[src/rtl/pipe_pkg.sv]
// Shared definitions for the execute stage: datapath widths, ALU and condition
// codes, the condition-code register layout and its reset value, plus the
// branch-condition evaluation helper.
package pipe_pkg;

  localparam int unsigned W     = 64;
  localparam int unsigned DST_W = 4;

  typedef enum logic [1:0] {
    ALU_ADD = 2'd0,
    ALU_SUB = 2'd1,
    ALU_AND = 2'd2,
    ALU_XOR = 2'd3
  } alu_op_e;

  typedef enum logic [2:0] {
    C_ALWAYS = 3'd0,
    C_LE     = 3'd1,
    C_L      = 3'd2,
    C_E      = 3'd3,
    C_NE     = 3'd4,
    C_GE     = 3'd5,
    C_G      = 3'd6,
    C_RSVD   = 3'd7
  } cond_e;

  typedef struct packed {
    logic zf;
    logic sf;
    logic of;
  } cc_t;

  localparam cc_t CcReset = '{zf: 1'b1, sf: 1'b0, of: 1'b0};

  // Branch condition from a condition-code snapshot.
  function automatic logic eval_cond(cond_e cfun, cc_t cc);
    logic lt;
    lt = cc.sf ^ cc.of;
    case (cfun)
      C_ALWAYS: eval_cond = 1'b1;
      C_LE:     eval_cond = lt | cc.zf;
      C_L:      eval_cond = lt;
      C_E:      eval_cond = cc.zf;
      C_NE:     eval_cond = ~cc.zf;
      C_GE:     eval_cond = ~lt;
      C_G:      eval_cond = ~lt & ~cc.zf;
      default:  eval_cond = 1'b0;
    endcase
  endfunction

endpackage

[src/rtl/alu_core_comb.sv]
// Purely combinational W-bit ALU computing r = b OP a with zero, sign and
// signed-overflow flags.
// Ports:
//   op_i  : ALU operation (ADD, SUB, AND, XOR)
//   a_i   : operand A
//   b_i   : operand B
//   r_o   : result (wraps at W bits)
//   zf_o  : result is zero
//   sf_o  : result sign bit
//   of_o  : signed overflow (ADD/SUB only, 0 for logic ops)
module alu_core_comb
  import pipe_pkg::*;
(
  input  alu_op_e        op_i,
  input  logic [W-1:0]   a_i,
  input  logic [W-1:0]   b_i,
  output logic [W-1:0]   r_o,
  output logic           zf_o,
  output logic           sf_o,
  output logic           of_o
);

  logic sa, sb, sr;

  always_comb begin
    r_o = '0;
    unique case (op_i)
      ALU_ADD: r_o = b_i + a_i;
      ALU_SUB: r_o = b_i - a_i;
      ALU_AND: r_o = b_i & a_i;
      ALU_XOR: r_o = b_i ^ a_i;
      default: r_o = '0;
    endcase
  end

  assign sa = a_i[W-1];
  assign sb = b_i[W-1];
  assign sr = r_o[W-1];

  // Overflow when the result sign disagrees with B although A could not
  // have pulled it there legitimately.
  always_comb begin
    of_o = 1'b0;
    unique case (op_i)
      ALU_ADD: of_o = (sa == sb) && (sr != sb);
      ALU_SUB: of_o = (sa != sb) && (sr != sb);
      default: of_o = 1'b0;
    endcase
  end

  assign zf_o = (r_o == '0);
  assign sf_o = sr;

endmodule

[src/rtl/alu_execute_stage.sv]
// Execute stage: computes valE = valB OP valA, maintains the ZF/SF/OF
// condition-code register, evaluates the branch condition against the CC value
// seen before this instruction's own update, and holds the result in a single
// output register handed to the memory stage over valid/ready.
// Ports:
//   clk, rst               : clock, synchronous active-high reset
//   flush                  : drop incoming transfer and held output
//   in_valid / in_ready    : decode-side handshake
//   in_alufun, in_cfun     : ALU operation, condition to evaluate
//   in_set_cc              : instruction updates the CC register
//   in_vala, in_valb       : operands
//   in_dst                 : destination register ID (passed through)
//   out_valid / out_ready  : memory-side handshake
//   out_vale, out_cnd      : result and condition outcome
//   out_dst                : passed-through destination
//   cc_zf, cc_sf, cc_of    : current condition-code register
module alu_execute_stage
  import pipe_pkg::*;
(
  input  logic             clk,
  input  logic             rst,
  input  logic             flush,
  input  logic             in_valid,
  output logic             in_ready,
  input  logic [1:0]       in_alufun,
  input  logic [2:0]       in_cfun,
  input  logic             in_set_cc,
  input  logic [W-1:0]     in_vala,
  input  logic [W-1:0]     in_valb,
  input  logic [DST_W-1:0] in_dst,
  output logic             out_valid,
  input  logic             out_ready,
  output logic [W-1:0]     out_vale,
  output logic             out_cnd,
  output logic [DST_W-1:0] out_dst,
  output logic             cc_zf,
  output logic             cc_sf,
  output logic             cc_of
);

  logic             valid_q, valid_d;
  logic [W-1:0]     vale_q, vale_d;
  logic             cnd_q, cnd_d;
  logic [DST_W-1:0] dst_q, dst_d;
  cc_t              cc_q, cc_d;

  logic [W-1:0] alu_r;
  logic         alu_zf, alu_sf, alu_of;
  logic         accept;

  alu_core_comb u_alu (
    .op_i (alu_op_e'(in_alufun)),
    .a_i  (in_vala),
    .b_i  (in_valb),
    .r_o  (alu_r),
    .zf_o (alu_zf),
    .sf_o (alu_sf),
    .of_o (alu_of)
  );

  assign in_ready = ~valid_q | out_ready;
  assign accept   = in_valid & in_ready & ~flush;

  always_comb begin
    valid_d = valid_q;
    vale_d  = vale_q;
    cnd_d   = cnd_q;
    dst_d   = dst_q;
    cc_d    = cc_q;
    if (accept) begin
      valid_d = 1'b1;
      vale_d  = alu_r;
      // Uses cc_q, i.e. the flags before this instruction updates them.
      cnd_d   = eval_cond(cond_e'(in_cfun), cc_q);
      dst_d   = in_dst;
    end else if (out_ready || flush) begin
      valid_d = 1'b0;
    end
    if (accept && in_set_cc) begin
      cc_d = '{zf: alu_zf, sf: alu_sf, of: alu_of};
    end
  end

  always_ff @(posedge clk) begin
    if (rst) begin
      valid_q <= 1'b0;
      vale_q  <= '0;
      cnd_q   <= 1'b0;
      dst_q   <= '0;
      cc_q    <= CcReset;
    end else begin
      valid_q <= valid_d;
      vale_q  <= vale_d;
      cnd_q   <= cnd_d;
      dst_q   <= dst_d;
      cc_q    <= cc_d;
    end
  end

  assign out_valid = valid_q;
  assign out_vale  = vale_q;
  assign out_cnd   = cnd_q;
  assign out_dst   = dst_q;
  assign cc_zf     = cc_q.zf;
  assign cc_sf     = cc_q.sf;
  assign cc_of     = cc_q.of;

endmodule

[config.mk]
export PLATFORM = sky130hd
export DESIGN_NAME = alu_execute_stage
export DESIGN_NICKNAME = d
export VERILOG_FILES = /design/src/rtl/pipe_pkg.sv /design/src/rtl/alu_core_comb.sv /design/src/rtl/alu_execute_stage.sv
export SDC_FILE = /design/constraint.sdc
export NUM_CORES = 1
export LEC_CHECK = 0
export CAP_MARGIN = 20
export CORE_MARGIN = 3
export CORE_UTILIZATION = 43
export DETAILED_ROUTE_END_ITERATION = 10
export GPL_TIMING_DRIVEN = 0
export PLACE_DENSITY = 0.69
export SETUP_SLACK_MARGIN = 0.3
export SKIP_LAST_GASP = 1
export SLEW_MARGIN = 20
export SYNTH_ARGS = -nofsm -noshare
export SYNTH_HDL_FRONTEND = slang
export SYNTH_HIERARCHICAL = 1
export SYNTH_SLANG_ARGS = --single-unit
[constraint.sdc]
create_clock -name clk -period 8.52 [get_ports clk]
set_input_delay 1.704 -clock clk [delete_from_list [all_inputs] [get_ports clk]]
set_output_delay 1.704 -clock clk [all_outputs]
set_load 0.01 [all_outputs]
==> key figures <==
Status
  • Outcome: finished clean

Routing
  • DRC viols: 0
  • Per-cell routed wire length: 22.1 µm
  • DR vias/cell: 6.03
  • Via count: 12500
  • Detailed Route Iter0 Violations: 989
  • Total Routed Length: 46000 µm
  • Drt pass-1 iters: 6
  • Post-route ant nets: 0

Critical path
  • Crit Path Max Fanout: 11
  • Gate family responsible for the most delay along the worst path: simple AND/OR/NAND/NOR gates
  • FF-to-FF path depth: 6
  • CP Depth: 24
  • Setup CP Type: in -> reg
  • Flop2flop setup slack: 7.12 ns
  • WP buf/inv: 8
  • Critical Path AT: 8.30 ns
  • Worst setup EP type: flop
  • Req. time, crit path: 8.79 ns
  • Largest stage delay, worst path: 0.60 ns
  • Cells along the critical path: clkbuf_4 > buf_6 > buf_4 > clkbuf_8 > buf_6 > buf_6 > nor2b_2 > clkbuf_8 > clkbuf_8 > nor2_1 > xnor2_1 > ha_1 > nand4_1 > nor3_4 > a32oi_2 > a31oi_2 > a211oi_1 > or4_1 > or4_1 > nor4_4 > nand4_1 > nor4b_2 > nand3_1 > nand3b_1
  • Crit path launch type: input port
  • Slowest CP cell: or4_1

STA
  • RSZ-0062 raised after global routing: false
  • Max-slew violations: 0
  • Max-slew headroom: 0.248
  • Final setup fails: 0
  • Worst Tran Pin Value: 1.12 ns
  • Crit share post-route: 0.943
  • Clk_skew: 0.00578 ns
  • Period minus WS final: 8.04 ns
  • Final Hold Viols: 0
  • Achievable Freq: 124 MHz
  • Sum Neg Setup Slack: 0 ns

Clocking
  • Clock buffer depth: 2
  • Hold-fix buffers at CTS: 0
  • CTS clk-pin slew, worst paths: 0.06 ns
  • H-tree depth: 3
  • Root Buffer Master: clkbuf_16
  • Clock buffer count from CTS: 9
  • CTS Sinks: 73
  • CTS tree: yes
  • Clk_lat worst skew: 0.33 ns

Global route
  • First-pass GRT wire length: 68000 µm
  • Grt ovf: 0
  • Initial antenna violation count: 0
  • Largest net degree at the start of global routing: 13
  • Number of global-route vias before repair: 12100
  • GRT Overall Usage: 0.325

Placed design
  • Dpl cell area: 13400 µm²
  • GPL Wtd Cong: 1.00
  • Port Buffers: 214
  • Placed wire-length estimate: 37600 µm

Yosys
  • Post-Synthesis Cells: 1516
  • Syn nets: 1788
  • Yosys cell types: 89
  • Seq cells post-synth: 73
  • Mapped Area: 10900 µm²
  • Yosys warns: 6
  • Post-synth EDFFs: 0
  • Sequential area share after synthesis: 0.135
  • Top_reg_cell synth: dfxtp_1
  • Synth Area per Inst: 7.16 µm²
  • Async SR Flop Fraction: 0

Die
  • Die W: 165 µm
  • Top Ports: 217
  • Starting density of the core: 0.442
  • Placeable Area: 24500 µm²
  • Placement row count: 57
  • Die Y: 165 µm
  • Die area: 27200 µm²

Final layout
  • Final instance area: 14100 µm²
  • Share of cells above drive strength 1: 0.104
  • Post-layout net count: 2023
  • Area Growth Syn to Fin: 30.4%

Power and ir drop
  • Worst-case vdd ir drop: 0.0909 mV
  • Leakage: 5.62 nW
  • Power density over cell area: 128 nW/µm²

Worst hold path
  • Worst Hold Class: reg -> reg
  • Hold Path Stages: 2

Job
  • Number of max-cap violations: 0
[power breakdown]
part / switching [W] / leakage (nW) / internal [W]
combinational: 0.000640 / 4.89 / 0.000427
sequential: 0.0000129 / 0.596 / 0.000365
clock: 0.000142 / 0.137 / 0.000220
[worst reg2reg max path: stages, from the launching register on]
cell	delay (ns)
dfxtp_1	0.31
nor2b_4	0.13
nor3b_2	0.14
buf_2	0.26
buf_4	0.23
nand2_1	0.08
a21oi_1	0.17
[flip-flops by register name, summed over array words and instances, names as in the netlist]
register   flops
cc_of          1
cc_sf          1
cc_zf          1
out_cnd        1
out_dst        4
out_vale      64
out_valid      1
[layout make-up]
class                      count  area (µm²)
fill                        2390       10400
tap                          324         405
clock inverter                 3        23.8
buffer                        90         559
clock buffer                  12         267
timing repair buffer         224        2230
multi-input combinational   1327        9100
inverter                      26        97.6
antenna                        1        2.50
sequential                    73        1460
[cell usage in the layout, fill, tap and decap left out, types with 42 or more instances in the layout]
master           netlist  layout
nor2_1               104     104
clkdlybuf4s50_1        0     209
xor2_1                45      45
xnor2_1               57      56
ha_1                 128     126
nand2_1              256     254
mux2i_1               42      42
a21oi_1              174     164
dfxtp_1               73      73
o21ai_0               89      79
[cell usage after synthesis, types with 12 or more instances]
cell type  instances  area (µm²)
nand2_1          256         961
a21oi_1          174         871
ha_1             128        1600
nor2_1           104         390
o21ai_0           89         445
dfxtp_1           73        1460
xnor2_1           57         499
clkbuf_1          49         184
xor2_1            45         394
mux2i_1           42         420
nor3_1            36         180
a21o_1            35         263
nand4_1           31         194
inv_1             25        93.8
mux2_2            21         236
nand3_1           19        95.1
nor2b_1           19         119
buf_2             18        90.1
or3_1             16         100
nor4_1            15        93.8
a31oi_1           14        87.6
o211ai_1          14         105
a211oi_1          13        97.6
nand2b_1          12        75.1
o21a_1            12        90.1
[timing repair]
item                       4_1_cts  5_1_grt
hold endpoints to repair         0        0
pin swaps                        2       14
setup endpoints to repair       52        1
gates resized for setup         62       63
buffers inserted                 1        9
[metrics by stage]
stage | utilization | hold WS (ns) | power, W | std cells | setup WS (ns)
2_1_floorplan | - | 0.481 | 0.00101 | 1516 | 0.892
3_3_place_gp | 0.546 | 0.444 | 0.00139 | 2054 | -3.20
3_5_place_dp | 0.546 | 0.446 | 0.00139 | 2054 | -3.05
4_1_cts | 0.566 | 0.453 | 0.00177 | 2070 | 0.315
5_1_grt | 0.577 | 0.465 | 0.00191 | 2079 | 0.291
6_report | 0.577 | 0.453 | 0.00181 | 2080 | 0.482
[layer usage]
layer,global-route usage,wire length (µm),vias up,part of all wire
met5,0,0,-,0
met4,0.133,2370,0,0.052
met3,0.0364,2810,125,0.061
met2,0.580,22100,517,0.48
met1,0.394,18700,5879,0.41
li1,-,-,6026,-
[kinds of logic (layout without fill, tap and decap cells)]
group,after synthesis,count (layout),share of synthesized area
and+or+nand+nor,581,581,0.259
adders and majority gates,129,129,0.149
xor gates and xnor gates,102,102,0.0823
other,0,1,0
muxes,64,64,0.0618
AOI/OAI and AO/OA,451,451,0.261
buffers and inverters,116,355,0.0512
DFF,73,73,0.135
[path summary, 6_finish.rpt]
kind / startpoint / end
worst min register to register: out_vale[46]$_SDFFE_PP0P_ / out_vale[46]$_SDFFE_PP0P_
worst max register to register: out_valid$_SDFFE_PP0P_ / out_vale[36]$_SDFFE_PP0P_
worst min-delay path: out_vale[46]$_SDFFE_PP0P_ / out_vale[46]$_SDFFE_PP0P_
worst max-delay path: in_alufun[0] / cc_zf$_SDFFE_PP1P_
No activity file was read; power rests on OpenSTA's default activity.
